### config.mk
export PLATFORM = sky130hd
export DESIGN_NAME = i_pmp_check_flat
export DESIGN_NICKNAME = d
export VERILOG_FILES = /design/src/rtl/i_pmp_check_pkg.sv /design/src/rtl/i_pmp_check_if.sv /design/src/rtl/i_pmp_match.sv /design/src/rtl/i_pmp_rule.sv /design/src/rtl/i_pmp_check.sv /design/src/flat_wrapper.sv
export SDC_FILE = /design/constraint.sdc
export NUM_CORES = 2
export LEC_CHECK = 0
export ABC_AREA = 0
export CAP_MARGIN = 5
export CORE_MARGIN = 5
export CORE_UTILIZATION = 45
export CTS_BUF_LIST = sky130_fd_sc_hd__clkbuf_8
export DETAILED_ROUTE_END_ITERATION = 8
export PLACE_DENSITY = 0.74
export SLEW_MARGIN = 0
export SYNTH_ARGS = -nofsm -noshare
export SYNTH_HDL_FRONTEND = slang
export SYNTH_SLANG_ARGS = --single-unit
export TNS_END_PERCENT = 10
### constraint.sdc
create_clock -name cpu_clock_i -period 3.63 [get_ports cpu_clock_i]
set_input_delay 0.726 -clock cpu_clock_i [delete_from_list [all_inputs] [get_ports cpu_clock_i]]
set_output_delay 0.726 -clock cpu_clock_i [all_outputs]
set_load 0.01 [all_outputs]
### src/rtl/i_pmp_check_pkg.sv
// Shared PMP definitions: A-field encodings, pmpcfg bit positions and the
// packed pmpcfg layout used by the instruction-fetch PMP checker.
package i_pmp_check_pkg;

  typedef enum logic [1:0] {
    PMP_A_OFF   = 2'd0,
    PMP_A_TOR   = 2'd1,
    PMP_A_NA4   = 2'd2,
    PMP_A_NAPOT = 2'd3
  } pmp_a_e;

  localparam int unsigned PMPCFG_R_BIT = 0;
  localparam int unsigned PMPCFG_W_BIT = 1;
  localparam int unsigned PMPCFG_X_BIT = 2;
  localparam int unsigned PMPCFG_A_LSB = 3;
  localparam int unsigned PMPCFG_A_MSB = 4;
  localparam int unsigned PMPCFG_L_BIT = 7;

  typedef struct packed {
    logic       l;
    logic [1:0] rsvd;
    pmp_a_e     a;
    logic       x;
    logic       w;
    logic       r;
  } pmp_cfg_t;

  function automatic pmp_cfg_t unpack_cfg(input logic [7:0] b);
    pmp_cfg_t c;
    c.l    = b[PMPCFG_L_BIT];
    c.rsvd = 2'b00;
    c.a    = pmp_a_e'(b[PMPCFG_A_MSB:PMPCFG_A_LSB]);
    c.x    = b[PMPCFG_X_BIT];
    c.w    = b[PMPCFG_W_BIT];
    c.r    = b[PMPCFG_R_BIT];
    return c;
  endfunction

endpackage

### src/rtl/i_pmp_check_if.sv
// Fetch-side request/response channel of the PMP checker, plus privilege and flush.
interface i_pmp_check_if;
  logic        req_valid_i;
  logic        req_ready_o;
  logic [31:0] req_addr_i;
  logic        m_mode_i;
  logic        flush_i;
  logic        resp_valid_o;
  logic        resp_ready_i;
  logic [31:0] resp_addr_o;
  logic        resp_fault_o;
  logic [3:0]  resp_entry_o;

  modport slave (
    input  req_valid_i, req_addr_i, m_mode_i, flush_i, resp_ready_i,
    output req_ready_o, resp_valid_o, resp_addr_o, resp_fault_o, resp_entry_o
  );

  modport master (
    output req_valid_i, req_addr_i, m_mode_i, flush_i, resp_ready_i,
    input  req_ready_o, resp_valid_o, resp_addr_o, resp_fault_o, resp_entry_o
  );
endinterface

### src/rtl/i_pmp_match.sv
// Address decode of one PMP entry against an 8-byte fetch block:
// any = at least one byte covered, full = all eight bytes covered.
module i_pmp_match
  import i_pmp_check_pkg::*;
(
  input  pmp_cfg_t    cfg,
  input  logic [29:0] addr,
  input  logic [29:0] prev_addr,
  input  logic [28:0] blk_addr,
  output logic        any,
  output logic        full
);

  logic [32:0] blk_lo;
  logic [32:0] blk_hi;
  logic [32:0] tor_lo;
  logic [32:0] tor_hi;
  logic        tor_nonempty;
  logic        na4_hit;
  logic        napot_hit;
  logic [29:0] napot_mask;
  logic        cfg_unused;

  // 33-bit byte addresses so the block end and TOR top can reach 2^32
  assign blk_lo       = {1'b0, blk_addr, 3'b000};
  assign blk_hi       = blk_lo + 33'd8;
  assign tor_lo       = {1'b0, prev_addr, 2'b00};
  assign tor_hi       = {1'b0, addr, 2'b00};
  assign tor_nonempty = tor_lo < tor_hi;

  assign na4_hit = (addr[29:1] == blk_addr);

  // Trailing ones plus the following zero mark the don't-care word bits;
  // NAPOT regions are >= 8 bytes and aligned, so a block is all-in or all-out.
  assign napot_mask = addr ^ (addr + 30'd1);
  assign napot_hit  = ((({blk_addr, 1'b0}) ^ addr) & ~napot_mask) == 30'd0;

  assign cfg_unused = ^{cfg.l, cfg.rsvd, cfg.x, cfg.w, cfg.r};

  always_comb begin
    any  = 1'b0;
    full = 1'b0;
    case (cfg.a)
      PMP_A_TOR: begin
        any  = tor_nonempty && (blk_lo < tor_hi) && (blk_hi > tor_lo);
        full = tor_nonempty && (blk_lo >= tor_lo) && (blk_hi <= tor_hi);
      end
      PMP_A_NA4: begin
        any  = na4_hit;
        full = 1'b0;
      end
      PMP_A_NAPOT: begin
        any  = napot_hit;
        full = napot_hit;
      end
      default: begin
        any  = 1'b0;
        full = 1'b0;
      end
    endcase
  end

endmodule

### src/rtl/i_pmp_rule.sv
// Execute permission of one matching PMP entry, with and without Smepmp MML.
module i_pmp_rule
  import i_pmp_check_pkg::*;
(
  input  logic l,
  input  logic r,
  input  logic w,
  input  logic x,
  input  logic m_mode,
  input  logic mml,
  output logic exec
);

  always_comb begin
    exec = 1'b0;
    if (mml) begin
      // R=0,W=1 encodes shared regions: executable by both modes only when L=1
      if (!r && w) begin
        exec = l;
      end else if (l && r && w && x) begin
        exec = 1'b0;
      end else begin
        exec = x && (l == m_mode);
      end
    end else begin
      exec = (m_mode && !l) || x;
    end
  end

endmodule

### src/rtl/i_pmp_check.sv
// Two-stage instruction-fetch PMP checker: S1 captures per-entry match and
// permission vectors, S2 holds the priority-selected fault/entry result.
module i_pmp_check
  import i_pmp_check_pkg::*;
#(
  parameter int PMP_ENTRIES   = 8,
  parameter int ENABLE_SMEPMP = 1
) (
  input  logic                     cpu_clock_i,
  input  logic                     cpu_reset_i,
  i_pmp_check_if.slave             bus,
  input  logic [8*PMP_ENTRIES-1:0]  pmpcfg_i,
  input  logic [30*PMP_ENTRIES-1:0] pmpaddr_i,
  input  logic                     mml_i,
  input  logic                     mmwp_i
);

  localparam int N = PMP_ENTRIES;

  logic        mml_eff;
  logic        mmwp_eff;
  pmp_cfg_t    cfg       [N];
  logic [29:0] paddr     [N];
  logic [29:0] prev_addr [N];
  logic [N-1:0] any_next;
  logic [N-1:0] full_next;
  logic [N-1:0] exec_next;
  logic [28:0] blk_next;
  logic        addr_unused;

  logic         s1_valid_reg;
  logic [N-1:0] s1_any_reg;
  logic [N-1:0] s1_full_reg;
  logic [N-1:0] s1_exec_reg;
  logic [28:0]  s1_blk_reg;
  logic         s1_m_mode_reg;
  logic         s1_mml_reg;
  logic         s1_mmwp_reg;

  logic         s2_valid_reg;
  logic [28:0]  s2_blk_reg;
  logic         s2_fault_reg;
  logic [3:0]   s2_entry_reg;

  logic         s2_advance;
  logic         s1_load;
  logic         sel_hit;
  logic [3:0]   sel_idx;
  logic         sel_full;
  logic         sel_exec;
  logic         fault_next;

  generate
    if (ENABLE_SMEPMP != 0) begin : g_smepmp
      assign mml_eff  = mml_i;
      assign mmwp_eff = mmwp_i;
    end else begin : g_no_smepmp
      logic smepmp_unused;
      assign mml_eff       = 1'b0;
      assign mmwp_eff      = 1'b0;
      assign smepmp_unused = mml_i ^ mmwp_i;
    end
  endgenerate

  assign blk_next    = bus.req_addr_i[31:3];
  assign addr_unused = ^bus.req_addr_i[2:0];

  generate
    for (genvar gi = 0; gi < N; gi++) begin : g_entry
      assign cfg[gi]   = unpack_cfg(pmpcfg_i[8*gi +: 8]);
      assign paddr[gi] = pmpaddr_i[30*gi +: 30];

      // TOR lower bound of entry 0 is address 0
      if (gi == 0) begin : g_first
        assign prev_addr[gi] = 30'd0;
      end else begin : g_rest
        assign prev_addr[gi] = paddr[gi-1];
      end

      i_pmp_match u_match (
        .cfg       (cfg[gi]),
        .addr      (paddr[gi]),
        .prev_addr (prev_addr[gi]),
        .blk_addr  (blk_next),
        .any       (any_next[gi]),
        .full      (full_next[gi])
      );

      i_pmp_rule u_rule (
        .l      (cfg[gi].l),
        .r      (cfg[gi].r),
        .w      (cfg[gi].w),
        .x      (cfg[gi].x),
        .m_mode (bus.m_mode_i),
        .mml    (mml_eff),
        .exec   (exec_next[gi])
      );
    end
  endgenerate

  assign s2_advance      = bus.resp_ready_i || !s2_valid_reg;
  assign s1_load         = !s1_valid_reg || s2_advance;
  assign bus.req_ready_o = !bus.flush_i && s1_load;

  always_comb begin
    sel_hit  = 1'b0;
    sel_idx  = 4'd0;
    sel_full = 1'b0;
    sel_exec = 1'b0;
    for (int i = N - 1; i >= 0; i--) begin
      if (s1_any_reg[i]) begin
        sel_hit  = 1'b1;
        sel_idx  = 4'(i);
        sel_full = s1_full_reg[i];
        sel_exec = s1_exec_reg[i];
      end
    end
  end

  always_comb begin
    fault_next = 1'b1;
    if (sel_hit) begin
      fault_next = !sel_full || !sel_exec;
    end else if (s1_mml_reg) begin
      fault_next = 1'b1;
    end else if (s1_m_mode_reg) begin
      fault_next = s1_mmwp_reg;
    end else begin
      fault_next = 1'b1;
    end
  end

  always_ff @(posedge cpu_clock_i or posedge cpu_reset_i) begin
    if (cpu_reset_i) begin
      s1_valid_reg  <= 1'b0;
      s1_any_reg    <= '0;
      s1_full_reg   <= '0;
      s1_exec_reg   <= '0;
      s1_blk_reg    <= '0;
      s1_m_mode_reg <= 1'b0;
      s1_mml_reg    <= 1'b0;
      s1_mmwp_reg   <= 1'b0;
      s2_valid_reg  <= 1'b0;
      s2_blk_reg    <= '0;
      s2_fault_reg  <= 1'b0;
      s2_entry_reg  <= 4'd0;
    end else if (bus.flush_i) begin
      s1_valid_reg <= 1'b0;
      s2_valid_reg <= 1'b0;
    end else begin
      if (s2_advance) begin
        s2_valid_reg <= s1_valid_reg;
        if (s1_valid_reg) begin
          s2_blk_reg   <= s1_blk_reg;
          s2_fault_reg <= fault_next;
          s2_entry_reg <= sel_idx;
        end
      end
      if (s1_load) begin
        s1_valid_reg <= bus.req_valid_i;
        if (bus.req_valid_i) begin
          s1_any_reg    <= any_next;
          s1_full_reg   <= full_next;
          s1_exec_reg   <= exec_next;
          s1_blk_reg    <= blk_next;
          s1_m_mode_reg <= bus.m_mode_i;
          s1_mml_reg    <= mml_eff;
          s1_mmwp_reg   <= mmwp_eff;
        end
      end
    end
  end

  assign bus.resp_valid_o = s2_valid_reg;
  assign bus.resp_addr_o  = {s2_blk_reg, 3'b000};
  assign bus.resp_fault_o = s2_fault_reg;
  assign bus.resp_entry_o = s2_entry_reg;

endmodule

### src/flat_wrapper.sv
// flat-port wrapper written by rule: the top's interface ports become plain ports
module i_pmp_check_flat import i_pmp_check_pkg::*;
#(
  parameter int PMP_ENTRIES   = 8,
  parameter int ENABLE_SMEPMP = 1
)
  (cpu_clock_i, cpu_reset_i, pmpcfg_i, pmpaddr_i, mml_i, mmwp_i, bus_req_valid_i, bus_req_addr_i, bus_m_mode_i, bus_flush_i, bus_resp_ready_i, bus_req_ready_o, bus_resp_valid_o, bus_resp_addr_o, bus_resp_fault_o, bus_resp_entry_o);
  i_pmp_check_if bus_i ();
  input  logic cpu_clock_i;
  input  logic cpu_reset_i;
  input  logic [8*PMP_ENTRIES-1:0] pmpcfg_i;
  input  logic [30*PMP_ENTRIES-1:0] pmpaddr_i;
  input  logic mml_i;
  input  logic mmwp_i;
  input wire logic [$bits(bus_i.req_valid_i)-1:0] bus_req_valid_i;
  input wire logic [$bits(bus_i.req_addr_i)-1:0] bus_req_addr_i;
  input wire logic [$bits(bus_i.m_mode_i)-1:0] bus_m_mode_i;
  input wire logic [$bits(bus_i.flush_i)-1:0] bus_flush_i;
  input wire logic [$bits(bus_i.resp_ready_i)-1:0] bus_resp_ready_i;
  output wire logic [$bits(bus_i.req_ready_o)-1:0] bus_req_ready_o;
  output wire logic [$bits(bus_i.resp_valid_o)-1:0] bus_resp_valid_o;
  output wire logic [$bits(bus_i.resp_addr_o)-1:0] bus_resp_addr_o;
  output wire logic [$bits(bus_i.resp_fault_o)-1:0] bus_resp_fault_o;
  output wire logic [$bits(bus_i.resp_entry_o)-1:0] bus_resp_entry_o;
  assign bus_i.req_valid_i = bus_req_valid_i;
  assign bus_i.req_addr_i = bus_req_addr_i;
  assign bus_i.m_mode_i = bus_m_mode_i;
  assign bus_i.flush_i = bus_flush_i;
  assign bus_i.resp_ready_i = bus_resp_ready_i;
  assign bus_req_ready_o = bus_i.req_ready_o;
  assign bus_resp_valid_o = bus_i.resp_valid_o;
  assign bus_resp_addr_o = bus_i.resp_addr_o;
  assign bus_resp_fault_o = bus_i.resp_fault_o;
  assign bus_resp_entry_o = bus_i.resp_entry_o;
  i_pmp_check #(.PMP_ENTRIES(PMP_ENTRIES), .ENABLE_SMEPMP(ENABLE_SMEPMP)) u_core (.cpu_clock_i(cpu_clock_i), .cpu_reset_i(cpu_reset_i), .bus(bus_i), .pmpcfg_i(pmpcfg_i), .pmpaddr_i(pmpaddr_i), .mml_i(mml_i), .mmwp_i(mmwp_i));
endmodule
Yosys cells after proc, flatten, opt, wreduce, memory -nomap -nowiden:

Cells that the tools add are included.

* register bits after elaboration: 92
* word-level logic and storage cells: 338

* add/subtract/negate cells: 9
* $lt $le $gt $ge: 40
* equal/unequal tests: 40
* muxes and demuxes: 79
* bitwise logic cells: 33
* reductions and logical operators: 125

Operators by type and width (number)
* less-than comparator 32 bit: 15
* XOR 30 bit: 16
* <= comparator 33 x 32 -> 1 bit: 8
* adder 30 x 1 -> 30 bit, second input constant: 8
* AND 30 bit: 8
* logical NOT 30 bit: 8
* NOT 30 bit: 8
* == test 29 bit: 8
* greater-than comparator 33 x 32 -> 1 bit: 7
* greater-or-equal comparator 32 bit: 7
* logical AND 1 bit: 81
* two-way mux 1 bit: 55
* adder 32 x 4 -> 33 bit, second input constant: 1
* greater-than comparator 33 x 1 -> 1 bit, second input constant: 1
* == test 2 bit, second input constant: 16
* greater-or-equal comparator 32 x 1 -> 1 bit, second input constant: 1
* less-than comparator 1 x 32 -> 1 bit, first input constant: 1
* two-way mux 3 bit: 8
* case mux 1 bit (3 select lines): 8
* logical NOT 1 bit: 21
* == test 2 x 1 -> 1 bit, second input constant: 8
* case mux 1 bit (2 select lines): 8
* logical OR 1 bit: 11
* == test 1 bit: 8
* 3 further kinds: 5

Longest topological paths before layout:

* depth after elaboration: 11
* mapped depth: 15
* mapped depth without buffers: 15

Cells and area by module:

From an unflattened synthesis, not the netlist that was laid out.

* cells, all modules: 5023
* area total of the unflattened synthesis: 39107.5 sq um

By module, submodules not included
* i_pmp_match at u_core.g_entry[3].u_match ...: times used 3, cells each 596, area each 4434.3 sq um
* i_pmp_match at u_core.g_entry[4].u_match: times used 1, cells each 581, area each 4332.9 sq um
* i_pmp_match at u_core.g_entry[2].u_match: times used 1, cells each 575, area each 4329.2 sq um
* i_pmp_match at u_core.g_entry[0].u_match: times used 1, cells each 570, area each 4316.6 sq um
* i_pmp_match at u_core.g_entry[1].u_match: times used 1, cells each 578, area each 4314.1 sq um
* i_pmp_match at u_core.g_entry[5].u_match: times used 1, cells each 565, area each 4275.4 sq um
* i_pmp_check: times used 1, cells each 302, area each 3806.2 sq um
* i_pmp_rule: times used 8, cells each 8, area each 53.8 sq um

Worst setup path before layout:

OpenSTA, ideal clock, no wires.

* kind: in2reg
* start point: in bus_req_addr_i[8]
* end point: reg u_core.s1_full_reg[6]
* library setup time: 0.077 ns
* data arrival time: 4.172 ns
* required time: 3.553 ns
* setup slack: -0.619 ns
* stages: 15
* path through: buf_2 > nand4_1 > nor4_4 > nand2_1 > nor2_1 > xor2_1 > ha_1 > nand4_1 > nor2_1 > a22o_1 > a2111oi_0 > o22a_1 > nand2_1 > or3b_1 > a21oi_1

* longest elaborated chain between the ends: 4

RTL lines
* from (decl): line flat_wrapper.sv:16 `input wire logic [$bits(bus_i.req_addr_i)-1:0] bus_req_addr_i;`
* adder 32 x 4 -> 33 bit, or another cell as far along: line i_pmp_match.sv:26 `assign blk_hi = blk_lo + 33'd8;`
* <= comparator 33 x 32 -> 1 bit, or another cell as far along: line i_pmp_match.sv:46 `full = tor_nonempty && (blk_lo >= tor_lo) && (blk_hi <= tor_hi);`
* logical AND 1 bit or logical NOT 30 bit (tied branches): line i_pmp_match.sv:46, i_pmp_match.sv:36
* case mux 1 bit (2 select lines) *: line i_pmp_match.sv:43 `case (cfg.a)`
* to (signal assigned): line i_pmp_check.sv:163 `s1_full_reg <= full_next;`
* to (decl): line i_pmp_check.sv:33 `logic [N-1:0] s1_full_reg;`

Every way passes the cells marked *; elsewhere a longest branch is shown, timed or not.
A chain may end at the register's enable or synchronous reset.

Worst setup path in the final report:

* start point: in bus_req_addr_i[11]
* end point: reg u_core.s1_full_reg[6]

Same word-level chain as after synthesis.

==> flow_summary.toml <==
[yosys]
ys_top_cells_by_area = "ha_1, dfrtp_1, a21oi_1"
synth_warnings = 0
seq_area_frac_synth_pct = 9.70
synth.distinct_cells = 81
synth_ff_type = "dfrtp_1"
yosysTopAreaCell = "ha_1"
async_flop_share_pct = 100
syn_area_sq_um = 23500
syn_avg_cell_area_sq_um = 7.66
synth_top_area_share_pct = 36.5
synthCells = 3063
ys_seq_elements = 91
synth_edf_count = 0

[clock_tree]
htree_levels = 3
cts_tree = "built"
insertion_delay_ps = 400
clockBufferDepth = 2
cts_sinks = 91
cts_made_buffers = 9
root_buffer = "clkbuf_8"
clk_pin_slew_ps = 120
hold_buffers = 0

[grt]
grt_pass1_vias = 28500
grt-ovfl-total = 0
grt_max_degree = 48
grt_use_total_pct = 40.2
antenna_found_initial = 4
grt_pass1_wl_um = 175000

[sta]
grt_setup_unrepaired = "yes"
setup_tns_ps = -41.8
whs_ps = 476
worst_pin_slew_ps = 777
period_needed_ps = 3670
drv_slew = 0
clock_skew_ps = 21.0
post-route-period-util_pct = 101
maxSlewHeadroom_pct = 48.2
fmax_ghz = 0.272
finalSetupViolCount = 1
worst_slack_ps = -41.8
hold_viol_final = 0

[floorplanning]
initial_utilization_pct = 45.6
core-area_sq_um = 51500
dieArea_sq_um = 56800
num_rows = 83
dieWidth_um = 238
ios = 383
die_h_um = 238

[detailed_routing]
wire_per_inst_um = 26.1
dr.pass1.iters = 7
routed_wl_um = 121000
ant_nets = 0
vias_per_cell = 6.44
drt-initial-drc-count = 3593
via_count = 29900
drc = 0

[final_layout]
nets = 4988
area_growth_pct = 40.8
drive_gt1_share_pct = 17.7

[flow_run]
cap_violations = 0

[place]
gp_congestion = 1.08
port-buffer-count = 359
dpl.hpwl_um = 99100

[worst_hold_path]
hold_class = "reg -> reg"

[worst_setup_path]
crit_arrival_ps = 4010
startpoint_type = "input pin"
end_kind = "flip-flop"
crit_fanout = 3
required_ps = 3970
worstSetupPathType = "in -> reg"

[status]
status = "complete, but fails checks"
violations = "setup timing"

[power]
peakVddDrop_v = 0.000174
p_leak_nw = 16.5
powerDensity_nw_per_um2 = 192
-- cell usage in the layout, fill, tap and decap left out, types with 39 or more instances in the layout --
| cell | synthesis | layout |
|---|---|---|
| a211oi_1 | 43 | 39 |
| a21o_1 | 128 | 128 |
| a21oi_1 | 278 | 271 |
| a31oi_1 | 78 | 78 |
| and4_1 | 39 | 39 |
| buf_4 | 4 | 527 |
| clkdlybuf4s50_1 | 0 | 338 |
| dfrtp_1 | 91 | 91 |
| ha_1 | 685 | 681 |
| inv_1 | 275 | 274 |
| nand2_1 | 308 | 303 |
| nand3_1 | 104 | 94 |
| nand4_1 | 141 | 141 |
| nor2_1 | 160 | 154 |
| nor3_1 | 88 | 83 |
| nor4_1 | 60 | 55 |
| o21ai_0 | 130 | 125 |
-- metrics by stage --
step	cell area (sq um)	power [mW]	instances	util [%]	worst slack, ps
finish	33000	6.33	4646	64.1	-41.8
global route	33000	6.70	4644	64.1	-229
CTS	32700	6.15	4635	63.5	5.11
detailed placement	32100	5.35	4600	62.3	-1100
global placement	32100	5.30	4600	62.3	-961
floorplan	23700	3.21	3066	-	-224
-- critical path, stage by stage --
cell             delay, ps
clkdlybuf4s15_2        180
nand4_1                 90
buf_6                  160
buf_6                  130
nor4b_4                240
buf_4                  180
nand3_4                100
xnor2_4                150
ha_1                   330
buf_4                  150
a21oi_1                150
o21ai_0                180
a22o_1                 250
a2111oi_2              210
o22a_1                 220
nand2_2                 60
or3b_1                 370
a21oi_2                130
-- final timing paths --
path	from	slack (ps)	depth (start not counted)	endpoint
setup / recovery	bus_req_addr_i[11]	-40	18	u_core.s1_full_reg[6]
hold / removal	u_core.s1_blk_reg[15]	480	2	u_core.s2_blk_reg[15]
setup reg to reg	u_core.s1_any_reg[6]	1480	8	u_core.bus.resp_fault_o
hold reg to reg	u_core.s1_blk_reg[15]	480	2	u_core.s2_blk_reg[15]
max in group asynchronous	cpu_reset_i	2180	3	u_core.s2_blk_reg[3]
min in group asynchronous	cpu_reset_i	760	2	u_core.s1_blk_reg[11]
-- logic make-up (layout without fill, tap and decap cells) --
logic type,after synthesis,in the layout,synth area share [%]
AOI/OAI and AO/OA,872,872,23.7
xor gates and xnor gates,35,35,1.31
adders and majority gates,685,685,36.5
buffers and inverters,315,1213,5.12
DFF,91,91,9.70
muxes,2,2,0.0906
other,1,6,0.0160
and+or+nand+nor,1062,1062,23.5
-- per-layer routing --
layer / part of all wire (%) / global-route usage [%] / up-vias
li1: - / - / 13600
met1: 39 / 53.5 / 13700
met2: 41 / 60.7 / 2152
met3: 14 / 10.4 / 485
met4: 6.2 / 19.0 / 0
met5: 0 / 0 / -
-- cell type report --
type / instances / area (sq um)
Antenna cell: 2 / 5.00
Clock buffer: 9 / 124
Clock inverter: 7 / 76.3
Fill cell: 4636 / 18500
Inverter: 277 / 1050
Multi-Input combinational cell: 2660 / 20700
Sequential cell: 91 / 2280
Tap cell: 680 / 851
Timing Repair Buffer: 920 / 7990
-- Yosys cell counts, drive strengths merged, types with 6 or more instances --
| cell | instances |
|---|---|
| or4 | 14 |
| nand2 | 309 |
| a2111oi | 17 |
| nor2 | 160 |
| o31ai | 18 |
| nor3b | 14 |
| buf | 14 |
| a21oi | 278 |
| a41oi | 27 |
| and4 | 39 |
| xor2 | 8 |
| a32oi | 9 |
| and3 | 39 |
| a31oi | 78 |
| o211ai | 31 |
| xnor2 | 27 |
| nand2b | 19 |
| o21ai | 138 |
| nand4 | 142 |
| nor2b | 19 |
| o22a | 6 |
| o2111ai | 11 |
| o21a | 7 |
| o221ai | 7 |
| ha | 685 |
| nor3 | 90 |
| dfrtp | 91 |
| or2 | 6 |
| a211o | 7 |
| or3 | 8 |
| inv | 277 |
| a21o | 128 |
| nor4 | 65 |
| a221oi | 6 |
| o22ai | 11 |
| and2 | 6 |
| nor4b | 10 |
| clkbuf | 24 |
| nand3 | 105 |
| a211oi | 43 |
| o21bai | 10 |
-- power breakdown --
| part | leakage, nW | total, mW | internal [mW] | switching [mW] |
|---|---|---|---|---|
| clock network | 0.102 | 0.754 | 0.324 | 0.430 |
| registers | 1.14 | 1.30 | 1.17 | 0.126 |
| logic | 15.3 | 4.28 | 1.93 | 2.35 |
-- timing repair --
action / in CTS / in global routing
cloned: 0 / 0
pin swaps: 44 / 37
gates resized for setup: 115 / 58
setup endpoints to repair: 16 / 15
buffers inserted: 20 / 12
(Power assumes the default switching activity.)
